[config.mk]
export PLATFORM = sky130hd
export DESIGN_NAME = sub_result_arbiter
export DESIGN_NICKNAME = d
export VERILOG_FILES = /design/src/rtl/sub_result_arbiter.sv
export SDC_FILE = /design/constraint.sdc
export NUM_CORES = 1
export LEC_CHECK = 0
export ABC_AREA = 1
export CORE_UTILIZATION = 35
export DETAILED_ROUTE_END_ITERATION = 8
export PLACE_DENSITY_LB_ADDON = 0.12
export SKIP_LAST_GASP = 1
export SLEW_MARGIN = 20
export SYNTH_ARGS = -nofsm -noshare
export SYNTH_HDL_FRONTEND = slang
export SYNTH_SLANG_ARGS = --single-unit
[constraint.sdc]
create_clock -name clk -period 7.2 [get_ports clk]
set_input_delay 1.44 -clock clk [delete_from_list [all_inputs] [get_ports clk]]
set_output_delay 1.44 -clock clk [all_outputs]
set_load 0.1 [all_outputs]
[src/rtl/sub_result_arbiter.sv]
// Round-robin arbiter that shares one registered result channel among NUM_REQ
// requesters, holding the grant on one requester for up to MAX_BURST beats.
module sub_result_arbiter #(
   parameter int NUM_REQ   = 4,
   parameter int DATA_W    = 4,
   parameter int TAG_W     = 3,
   parameter int MAX_BURST = 8,
   localparam int SRC_W    = (NUM_REQ > 1) ? $clog2(NUM_REQ) : 1
) (
   input  logic                       clk,
   input  logic                       rst,
   input  logic [NUM_REQ-1:0]         req_valid,
   input  logic [NUM_REQ-1:0]         req_last,
   input  logic [NUM_REQ*DATA_W-1:0]  req_data,
   input  logic [NUM_REQ*TAG_W-1:0]   req_tag,
   output logic [NUM_REQ-1:0]         req_ready,
   output logic                       out_valid,
   input  logic                       out_ready,
   output logic [DATA_W-1:0]          out_data,
   output logic [TAG_W-1:0]           out_tag,
   output logic [SRC_W-1:0]           out_src,
   output logic                       out_last
);

   // state   | meaning
   // ST_ARB  | grant re-evaluated each cycle, round-robin from r_ptr
   // ST_LOCK | grant pinned to r_owner until last beat or MAX_BURST beats
   localparam logic [0:0] ST_ARB  = 1'b0;
   localparam logic [0:0] ST_LOCK = 1'b1;
   localparam int CNT_W = $clog2(MAX_BURST + 1);

   logic [0:0]          r_state;
   logic [SRC_W-1:0]    r_ptr;
   logic [SRC_W-1:0]    r_owner;
   logic [CNT_W-1:0]    r_cnt;
   logic                r_out_valid;
   logic [DATA_W-1:0]   r_out_data;
   logic [TAG_W-1:0]    r_out_tag;
   logic [SRC_W-1:0]    r_out_src;
   logic                r_out_last;

   logic                w_can_load;
   logic [SRC_W-1:0]    w_sel;
   logic                w_found;
   logic [SRC_W-1:0]    w_cand;
   logic [NUM_REQ-1:0]  w_ready;
   logic                w_xfer;
   logic [DATA_W-1:0]   w_data;
   logic [TAG_W-1:0]    w_tag;
   logic                w_last;

   function automatic logic [SRC_W-1:0] f_next(input logic [SRC_W-1:0] x);
      return (x == SRC_W'(NUM_REQ - 1)) ? '0 : x + SRC_W'(1);
   endfunction

   assign w_can_load = !r_out_valid || out_ready;

   // Descending scan so the candidate closest to r_ptr is written last and wins.
   always_comb begin
      w_sel   = '0;
      w_found = 1'b0;
      w_cand  = '0;
      if (r_state == ST_LOCK) begin
         w_sel   = r_owner;
         w_found = req_valid[r_owner];
      end else begin
         for (int k = NUM_REQ - 1; k >= 0; k--) begin
            w_cand = SRC_W'((int'(r_ptr) + k) % NUM_REQ);
            if (req_valid[w_cand]) begin
               w_sel   = w_cand;
               w_found = 1'b1;
            end
         end
      end
   end

   always_comb begin
      w_ready = '0;
      w_data  = '0;
      w_tag   = '0;
      w_last  = 1'b0;
      for (int i = 0; i < NUM_REQ; i++) begin
         if (w_sel == SRC_W'(i)) begin
            w_ready[i] = !rst && w_can_load && w_found;
            w_data     = req_data[i*DATA_W +: DATA_W];
            w_tag      = req_tag[i*TAG_W +: TAG_W];
            w_last     = req_last[i];
         end
      end
   end

   assign w_xfer = |w_ready;

   always_ff @(posedge clk) begin
      if (rst) begin
         r_state     <= ST_ARB;
         r_ptr       <= '0;
         r_owner     <= '0;
         r_cnt       <= '0;
         r_out_valid <= 1'b0;
         r_out_data  <= '0;
         r_out_tag   <= '0;
         r_out_src   <= '0;
         r_out_last  <= 1'b0;
      end else begin
         if (w_can_load) begin
            r_out_valid <= w_xfer;
            if (w_xfer) begin
               r_out_data <= w_data;
               r_out_tag  <= w_tag;
               r_out_src  <= w_sel;
               r_out_last <= w_last;
            end
         end
         if (w_xfer) begin
            if (r_state == ST_ARB) begin
               if (w_last) begin
                  r_ptr <= f_next(w_sel);
               end else begin
                  r_owner <= w_sel;
                  r_cnt   <= CNT_W'(1);
                  r_state <= ST_LOCK;
               end
            end else if (w_last || (r_cnt == CNT_W'(MAX_BURST - 1))) begin
               // Forced release at MAX_BURST: owner's remaining beats re-arbitrate.
               r_ptr   <= f_next(r_owner);
               r_cnt   <= '0;
               r_state <= ST_ARB;
            end else begin
               r_cnt <= r_cnt + CNT_W'(1);
            end
         end
      end
   end

   assign req_ready = w_ready;
   assign out_valid = r_out_valid;
   assign out_data  = r_out_data;
   assign out_tag   = r_out_tag;
   assign out_src   = r_out_src;
   assign out_last  = r_out_last;

endmodule

-- After elaboration in Yosys (flattened, before gate mapping)
Cells that the tools add are included.
- reductions and logical operators: 13
- equal/unequal tests: 7
- bitwise operators: 2
- add/sub/neg operators: 6
- magnitude comparators: 5
- mux-type cells: 47
- operators by type and width (operator ; number):
    $mux W4 ; 7
    $mux W1 ; 21
    $mux W2 ; 10
    $lt A2 B3 Y1 const B ; 5
    $mux W3 ; 4
    $bmux W1 S2 ; 5
    $add A2 B1 Y2 const B ; 3
    $eq A2 B2 Y1 const B ; 3
    $reduce_and A3 Y1 ; 2
    $add A2 B2 Y2 const B ; 2
    $add A4 B1 Y4 const B ; 1
    $eq A4 B3 Y1 const B ; 1
    $reduce_and A2 Y1 ; 2
    $reduce_or A4 Y1 ; 1
    $eq A2 B1 Y1 const B ; 1
    $logic_and A1 B1 Y1 ; 2
    $logic_not A1 Y1 ; 2
    $logic_not A2 Y1 ; 1
    $logic_or A1 B1 Y1 ; 2
    $ne A2 B1 Y1 const B ; 1
    $ne A2 B2 Y1 const B ; 1
    $not A1 Y1 ; 2
    $reduce_bool A2 Y1 ; 1
- output and inout bits: 15
- register bits: 20
- word-level logic and storage cells: 89
- input bits: 39

-- Depth between registers and ports, before layout
Gate-level depths: netlist of the first run.
- depth in word-level cells: 16
- depth in mapped cells: 26
- gate-level depth less buffers: 24

-- Least setup slack after synthesis of the first run
OpenSTA, ideal clock, no wires.
- path type: input -> output
- start point: input port req_valid[3]
- end point: output port req_ready[3]
- required time: 5.760 ns
- arrival: 4.008 ns
- buffers on the path: 1
- cell stages on the path: 14
- setup slack: 1.752 ns
- cell sequence: inv_1 > nand2_1 > and2_1 > nand2_1 > nand2_1 > a21oi_1 > nand2_1 > nand3_1 > nand2_1 > inv_1 > ha_1 > inv_1 > clkbuf_1 > nor2_1
- cells in the longest elaborated chain, start to end: 9
- elaborated cells between the ends (all ways): 23
- classes of those cells: 1 x eq/ne; 21 x mux; 1 x reduce/logical
- RTL lines (element ; RTL line ; RTL):
    from (decl) ; 12 ; input logic [NUM_REQ-1:0] req_valid,
    $bmux W1 S2 ; 69 ; if (req_valid[w_cand]) begin
    $mux W1 (not written as such) ; 69 ;
    $mux W2 (3 in series) ; 69 ;
    $mux W2 * ; 69 ;
    $mux W2 * ; 63 ; if (r_state == ST_LOCK) begin
    named net w_sel[0] ; 43 ; logic [SRC_W-1:0] w_sel;
    $eq A2 B2 Y1 * ; 83 ; if (w_sel == SRC_W'(i)) begin
    $mux W1 * ; 83 ;
    to (decl) ; 16 ; output logic [NUM_REQ-1:0] req_ready,
The timed path passes the listed nets; every way through them passes the cells marked *. The select of a mux whose other input is x is not followed.

-- Worst setup path in the final report of the first run
- start point: input port req_valid[3]
- end point: output port req_ready[0]
- cells in the longest elaborated chain, start to end: 9
- elaborated cells between the ends (all ways): 23
- classes of those cells: 21 x mux; 2 x reduce/logical
- RTL lines (element ; RTL line):
    $bmux W1 S2 ; 69
    $mux W1 (not written as such) ; 69
    $mux W2 or $mux W1 (tied branches) (4 in series) ; 69
    $mux W2 or $mux W1 (tied branches) ; 63
    $logic_not A2 Y1 or $logic_and A1 B1 Y1 (tied branches) ; 83, 84
    $mux W1 * ; 83
Every way passes the cells marked *; elsewhere a longest branch is shown, timed or not. The select of a mux whose other input is x is not followed.

==> results of run 1 <==
cells by family (layout without fill, tap and decap cells):
| family | count (synthesis) | in the layout | synth area share (%) |
|---|---|---|---|
| AO/OA/AOI/OAI | 41 | 41 | 14.6 |
| XOR/XNOR | 2 | 2 | 1.11 |
| adder cells (fa/ha/maj) | 6 | 6 | 4.78 |
| buffers and inverters | 32 | 78 | 9.95 |
| flip-flops | 20 | 20 | 25.5 |
| AND/OR/NAND/NOR | 163 | 163 | 44.0 |
sequential cells by signal (all words and copies together) (netlist names):
register,cells
out_tag,3
out_data,4
out_src,2
r_owner,2
r_cnt,4
r_ptr,2
out_last,1
out_valid,1
r_state,1
worst paths after layout:
kind / from / end / cells after the start
worst min register to register: out_data[1]$_SDFFE_PP0P_ / out_data[1]$_SDFFE_PP0P_ / 2
worst max-delay path: req_valid[3] / req_ready[0] / 15
worst min-delay path: out_data[1]$_SDFFE_PP0P_ / out_data[1]$_SDFFE_PP0P_ / 2
worst max register to register: r_ptr[0]$_SDFFE_PP0P_ / r_cnt[2]$_SDFFE_PP0P_ / 21
cell usage after synthesis, drive strengths merged:
master | n | share of area, %
o211ai | 3 | 2.1
and2 | 1 | 0.40
xor2 | 2 | 1.1
clkbuf | 2 | 0.48
nor3 | 1 | 0.64
clkinv | 1 | 0.24
nand4 | 3 | 1.2
o21ai | 19 | 6.3
a21boi | 1 | 0.48
a31oi | 1 | 0.40
ha | 6 | 4.8
nand2 | 99 | 25
dfxtp | 20 | 25
inv | 21 | 5.3
a21oi | 17 | 5.4
nor2 | 38 | 9.6
buf | 8 | 3.9
nand3 | 20 | 6.4
nand3b | 1 | 0.48
worst min-delay path, stage by stage (launching register included):
cell and delay [ns]:
dfxtp_1 0.31, nor2_1 0.09, nor2_1 0.05
per-stage QoR:
| stage | util [%] | cell area, um^2 | std cells |
|---|---|---|---|
| after floorplan | - | 1570 | 264 |
| after global placement | 48.4 | 2090 | 359 |
| after detailed placement | 48.4 | 2090 | 359 |
| after CTS | 49.3 | 2130 | 362 |
| after global routing | 49.3 | 2130 | 362 |
| final | 49.3 | 2130 | 362 |
layout make-up:
class                      instances  area [um^2]  area share, %
tap                               52         65.1           3.05
multi-input combinational        212         1010           47.6
sequential                        20          400           18.8
clock buffer                       3         41.3           1.94
inverter                          22         87.6           4.11
timing repair buffer              53          523           24.5
placed cells by master (no fill, tap or decap), drive strengths merged:
master,count
nand2,99
clkdlybuf4s50,50
nor2,38
inv,21
nand3,20
dfxtp,20
o21ai,19
a21oi,17
ha,6
nand4,3
clkbuf,3
buf,3
o211ai,3
xor2,2
and2,1
a31oi,1
a21boi,1
nor3,1
clkinv,1
nand3b,1
routing by layer:
| layer | track usage, % | part of all wire (%) | vias to the layer above |
|---|---|---|---|
| li1 | - | - | 938 |
| met1 | 24.6 | 53 | 733 |
| met2 | 26.6 | 43 | 37 |
| met3 | 2.19 | 3.9 | 4 |
| met4 | 4.08 | 0.82 | 0 |
| met5 | 0 | 0 | - |
==> results.yml, run 1 <==
route:
  avgRoutedWirePerCell_um: 11.2
  via_count: 1712
  routed_wl_um: 4050
  vias_per_cell: 4.73
  drt_iter0_markers: 69
  postRouteAntennaNets: 0
  route.detailed.drc: 0
  dr.pass1.iters: 4
finish:
  area_growth_pct: 35.7
  n_fill_cell: 456
  nets: 357
  drive_above_1_share_pct: 7.74
  num_antenna_cells: 0
floorplanning:
  pin_count: 54
  dieArea_um2: 4760
  core_area_um2: 4320
  die_h_um: 69.0
  rows: 24
  start_util_pct: 36.3
  die_x_um: 69.0
sta:
  report.final.slew_viol_count: 0
  rsz0062_at_grt: "no"
  setup_viol: 0
  clock_skew_ns: 0.00248
  relSlewSlack_pct: 33.7
  hold_viol: 0
  worst_pin_slew_ns: 0.992
  clock.fmax_ghz: 0.169
  setup_ws_ns: 1.29
  setup_tns_ns: 0
  period_needed_ns: 5.91
  fin_crit_sh_pct: 82.0
  holdWs_ns: 0.483
clocking:
  cts_resized: 0
  insertion_delay_ns: 0.26
  postCtsSetupRepairBufs: 0
  numCtsBuffers: 3
  root_buffer: "clkbuf_8"
  cts_sinks: 20
  cts_tree: "built"
  clockBufferDepth: 2
  cts.reportedPaths.clkPinSlew_ns: 0.07
  cts_hold_buf: 0
  cts_max_level: 1
yosys:
  synthDistinctLibCells: 29
  syn_nets: 309
  synth_cells: 264
  synth_seq_cells: 20
  syn_area_um2: 1570
  ys_warn_count: 0
  yosysSeqAreaShare_pct: 25.5
  synth.avg_cell_area_um2: 5.95
critical_path:
  crit_family: "buffers and inverters"
  timing.critical_path.mode_cell: "nand2_1"
  path_cells: "clkdlybuf4s50_1 > inv_1 > nand2_1 > and2_1 > nand2_1 > nand2_1 > inv_1 > nand2_1 > nand2_1 > nand3_1 > nand2_1 > ha_1 > inv_1 > nor2_1 > clkdlybuf4s50_1"
  r2r_slack_ns: 4.00
  arrival_ns: 4.47
  cp_max_fo: 10
  worst_path_max_delay_cell: "clkdlybuf4s50_1"
  path_class: "in2out"
  critPathCaptureType: "output port"
  worstPathRequired_ns: 5.76
  crit_buf_inv: 5
  max_stage_delay_ns: 1.13
  start_kind: "primary input"
job:
  max-cap-violations: 0
global_route:
  grt_max_degree: 33
  grt-ovfl-total: 0
  antenna_found_initial: 0
  grt_pass1_wl_um: 6860
  grt_pass1_vias: 1524
  grt_use_total_pct: 17.0
placement:
  numPortBuffers: 53
  gp_congestion: 0.797
  dp_slack_ns: 1.29
  hpwl_um: 3110
status:
  status: "completed"
hold_path:
  hp-class: "reg2reg"
Power of run 1 is not shown: default switching activity piles up to over one toggle a cycle in this logic, so the estimate is an artifact.
==> run 2: changes to the inputs <==
Clock period 7.2 ns to 5.7 ns, I/O delays scaled along.
==> results.yml, run 2 (synthesized netlist as in run 1, its figures left out) <==
status:
  status: "completed"
clocking:
  cts_sinks: 20
  numCtsBuffers: 3
  cts_max_level: 1
  cts_resized: 0
  cts.reportedPaths.clkPinSlew_ns: 0.07
  clockBufferDepth: 2
  cts_tree: "built"
  insertion_delay_ns: 0.25
  cts_hold_buf: 0
  postCtsSetupRepairBufs: 0
  root_buffer: "clkbuf_8"
critical_path:
  start_kind: "primary input"
  arrival_ns: 3.61
  cp-startpoint: "req_valid[3]"
  path_cells: "clkdlybuf4s50_1 > inv_1 > nand2_1 > and2_1 > nand2_1 > nand2_1 > inv_1 > nand2_1 > nand2_1 > nand3_1 > nand2_1 > inv_1 > ha_1 > inv_2 > nor2_1 > buf_4"
  r2r_slack_ns: 2.49
  max_stage_delay_ns: 0.52
  critPathCaptureType: "output port"
  path_class: "in2out"
  cp_max_fo: 10
  worstPathRequired_ns: 4.56
  r2r-start: "r_ptr[0]$_SDFFE_PP0P_"
  worst_path_max_delay_cell: "clkdlybuf4s50_1"
  crit_end: "req_ready[1]"
  rr_worst_depth: 21
  r2r-end: "r_cnt[1]$_SDFFE_PP0P_"
  timing.critical_path.mode_cell: "nand2_1"
floorplanning:
  rows: 24
  die_h_um: 69.0
  core_area_um2: 4320
  dieArea_um2: 4760
  start_util_pct: 36.3
  die_x_um: 69.0
  pin_count: 54
route:
  postRouteAntennaNets: 0
  top_layer_used: "met4"
  dr.pass1.iters: 6
  route.detailed.drc: 0
  routed_wl_um: 3950
  via_count: 1656
  drt-met1-wl_um: 1980
  vias_per_cell: 4.56
  drt_iter0_markers: 78
  wl_met3_um: 154
  wl_met2_um: 1790
  avgRoutedWirePerCell_um: 10.9
global_route:
  grt_pass1_vias: 1431
  grt_pass1_wl_um: 6580
  grt_use_total_pct: 16.4
  grt_max_degree: 33
  grt-ovfl-total: 0
  antenna_found_initial: 0
hold_path:
  hp-class: "reg2reg"
  whs_path_depth: 2
sta:
  clock_skew_ns: 0.00344
  period_needed_ns: 4.75
  setup_tns_ns: 0
  hold_viol: 0
  rsz0062_at_grt: "no"
  relSlewSlack_pct: 34.0
  report.final.slew_viol_count: 0
  worst_pin_slew_ns: 0.988
  fin_crit_sh_pct: 83.3
  setup_viol: 0
  clock.fmax_ghz: 0.211
finish:
  area_growth_pct: 36.4
  drive_above_1_share_pct: 8.36
  finalNonFillerCells: 363
  final_common_cell: "nand2_1"
  num_antenna_cells: 0
  final_cell_mix: "90 x nand2_1, 49 x clkdlybuf4s50_1, 37 x nor2_1"
  nets: 357
placement:
  hpwl_um: 3050
  dp.cells: 359
  numPortBuffers: 53
  gp_congestion: 0.814
job:
  max-cap-violations: 0
run 2: cell count changes in the layout (fill, tap and decap cells not counted), sizes merged:
cell / change
buf: +1
clkbuf: +1
clkdlybuf4s50: -1
run 2: per-stage QoR:
step	setup slack (ns)	hold slack [ns]	cell area [um^2]	utilization [%]
finish	0.951	0.484	2140	49.6
global route	0.621	0.518	2140	49.6
CTS	0.933	0.487	2140	49.6
detailed placement	0.943	0.476	2090	48.3
global placement	0.936	0.465	2090	48.3
floorplan	0.852	0.452	1570	-
run 2: per-layer routing:
layer	global-route usage (%)	vias up
li1	-	935
met1	23.3	687
met5	0	-
met2	26.0	32
met4	5.44	0
met3	1.32	2
run 2: area by class of cell:
class	count	area [um^2]
fill	451	2180
multi-input combinational	212	1010
timing repair buffer	53	520
sequential	20	400
inverter	22	87.6
tap	52	65.1
clock buffer	4	55.1
run 2: worst min path at each step:
stage	startpoint	slack, ns	endpoint
3_3_place_gp	r_cnt[3]$_SDFFE_PP0P_	0.47	r_cnt[3]$_SDFFE_PP0P_
4_1_cts	out_data[1]$_SDFFE_PP0P_	0.49	out_data[1]$_SDFFE_PP0P_
2_1_floorplan	r_cnt[3]$_SDFFE_PP0P_	0.45	r_cnt[3]$_SDFFE_PP0P_
5_1_grt	out_data[3]$_SDFFE_PP0P_	0.52	out_data[3]$_SDFFE_PP0P_
6_report	out_data[2]$_SDFFE_PP0P_	0.48	out_data[2]$_SDFFE_PP0P_
3_5_place_dp	out_data[2]$_SDFFE_PP0P_	0.48	out_data[2]$_SDFFE_PP0P_
run 2: worst max-delay path, delay by kind of cell:
kind / cells / cell delay [ns]
fa+ha+maj: 1 / 0.38
buf+inv: 6 / 1.20
simple gates: 9 / 0.90
Power of run 2 is left out for the same reason.
==> run 3: changes to the inputs <==
Clock period 5.7 ns to 4 ns, I/O delays scaled along.
==> results.yml, run 3 (synthesized netlist as in run 1, its figures left out) <==
floorplanning:
  pin_count: 54
  die_x_um: 69.0
  start_util_pct: 36.3
  dieArea_um2: 4760
  core_area_um2: 4320
  die_h_um: 69.0
  rows: 24
critical_path:
  timing.critical_path.mode_cell: "nand2_1"
  worst_path_max_delay_cell: "clkdlybuf4s50_1"
  cp_max_fo: 10
  arrival_ns: 2.90
  r2r-start: "r_ptr[0]$_SDFFE_PP0P_"
  worstPathRequired_ns: 3.20
  critPathCaptureType: "output port"
  cp-startpoint: "req_valid[3]"
  crit_family: "buffers and inverters"
  rr_worst_depth: 17
  path_depth: 16
  crit_buf_inv: 6
  start_kind: "primary input"
  path_cells: "clkdlybuf4s50_1 > inv_1 > nand2_1 > and2_1 > nand2_1 > nand2_1 > inv_1 > nand2_1 > nand2_1 > nand3_1 > nand2_2 > inv_2 > ha_1 > inv_2 > nor2_2 > buf_12"
  path_class: "in2out"
  max_stage_delay_ns: 0.51
placement:
  place_area_um2: 2180
  dp_slack_ns: 0.237
  gp_congestion: 0.875
  numPortBuffers: 53
  hpwl_um: 3180
global_route:
  grt_use_total_pct: 17.1
  grt_pass1_wl_um: 6870
  grt-ovfl-total: 0
  antenna_found_initial: 0
  grt_pass1_vias: 1516
  grt_max_degree: 33
route:
  vias_per_cell: 4.66
  avgRoutedWirePerCell_um: 11.0
  via_count: 1715
  route.detailed.drc: 0
  drt_iter0_markers: 94
  postRouteAntennaNets: 0
  routed_wl_um: 4040
  dr.pass1.iters: 4
hold_path:
  hp-class: "reg2reg"
  holdCritStartpoint: "out_tag[2]$_SDFFE_PP0P_"
  whs_path_depth: 2
clocking:
  insertion_delay_ns: 0.26
  cts_max_level: 1
  root_buffer: "clkbuf_8"
  cts_sinks: 20
  clockBufferDepth: 2
  cts_tree: "built"
  cts_hold_buf: 0
  numCtsBuffers: 3
  cts_resized: 0
  cts.reportedPaths.clkPinSlew_ns: 0.07
  postCtsSetupRepairBufs: 0
status:
  status: "completed"
finish:
  fin_area_um2: 2240
  final_cell_mix: "89 x nand2_1, 49 x clkdlybuf4s50_1, 34 x nor2_1"
  drive_above_1_share_pct: 11.7
  num_antenna_cells: 0
  final_common_cell: "nand2_1"
  nets: 362
  n_fill_cell: 454
  final_core_util_pct: 51.9
  area_growth_pct: 42.8
sta:
  clock.fmax_ghz: 0.270
  period_needed_ns: 3.70
  fin_crit_sh_pct: 92.5
  relSlewSlack_pct: 34.2
  setup_ws_ns: 0.299
  worst_pin_slew_ns: 0.983
  clock_skew_ns: 0.00654
  rsz0062_at_grt: "no"
  report.final.slew_viol_count: 0
  setup_tns_ns: 0
  hold_viol: 0
  setup_viol: 0
job:
  max-cap-violations: 0
run 3: layout make-up:
class	count	area, um^2	area share [%]
clock buffers	4	55.1	2.45
inverters	22	87.6	3.90
multi-input cells	212	1030	45.8
flip-flops and latches	20	400	17.8
well taps	52	65.1	2.90
repair buffers	58	608	27.1
run 3: worst min-delay path: stages (launching register included):
cell and delay, ns:
dfxtp_1 0.33, nor2_1 0.04, nor2_1 0.08
run 3: final timing paths:
path | slack (ns) | to
setup / recovery | 0.30 | req_ready[1]
hold / removal | 0.48 | out_tag[2]$_SDFFE_PP0P_
setup reg to reg | 1.09 | r_ptr[1]$_SDFFE_PP0P_
hold reg to reg | 0.48 | out_tag[2]$_SDFFE_PP0P_
run 3: through the flow:
| stage | hold WS, ns | cells |
|---|---|---|
| finish | 0.483 | 368 |
| global route | 0.504 | 368 |
| CTS | 0.486 | 368 |
| detailed placement | 0.475 | 364 |
| global placement | 0.467 | 364 |
| floorplan | 0.452 | 264 |
run 3: layer usage:
metal | vias up | part of all wire (%) | wire (um) | global-route usage, %
met4 | 0 | 0.79 | 32 | 4.99
met3 | 4 | 2.9 | 117 | 1.46
li1 | 948 | - | - | -
met5 | - | 0 | 0 | 0
met2 | 29 | 44 | 1800 | 27.3
met1 | 734 | 52 | 2090 | 24.5
Power of run 3 is left out for the same reason.
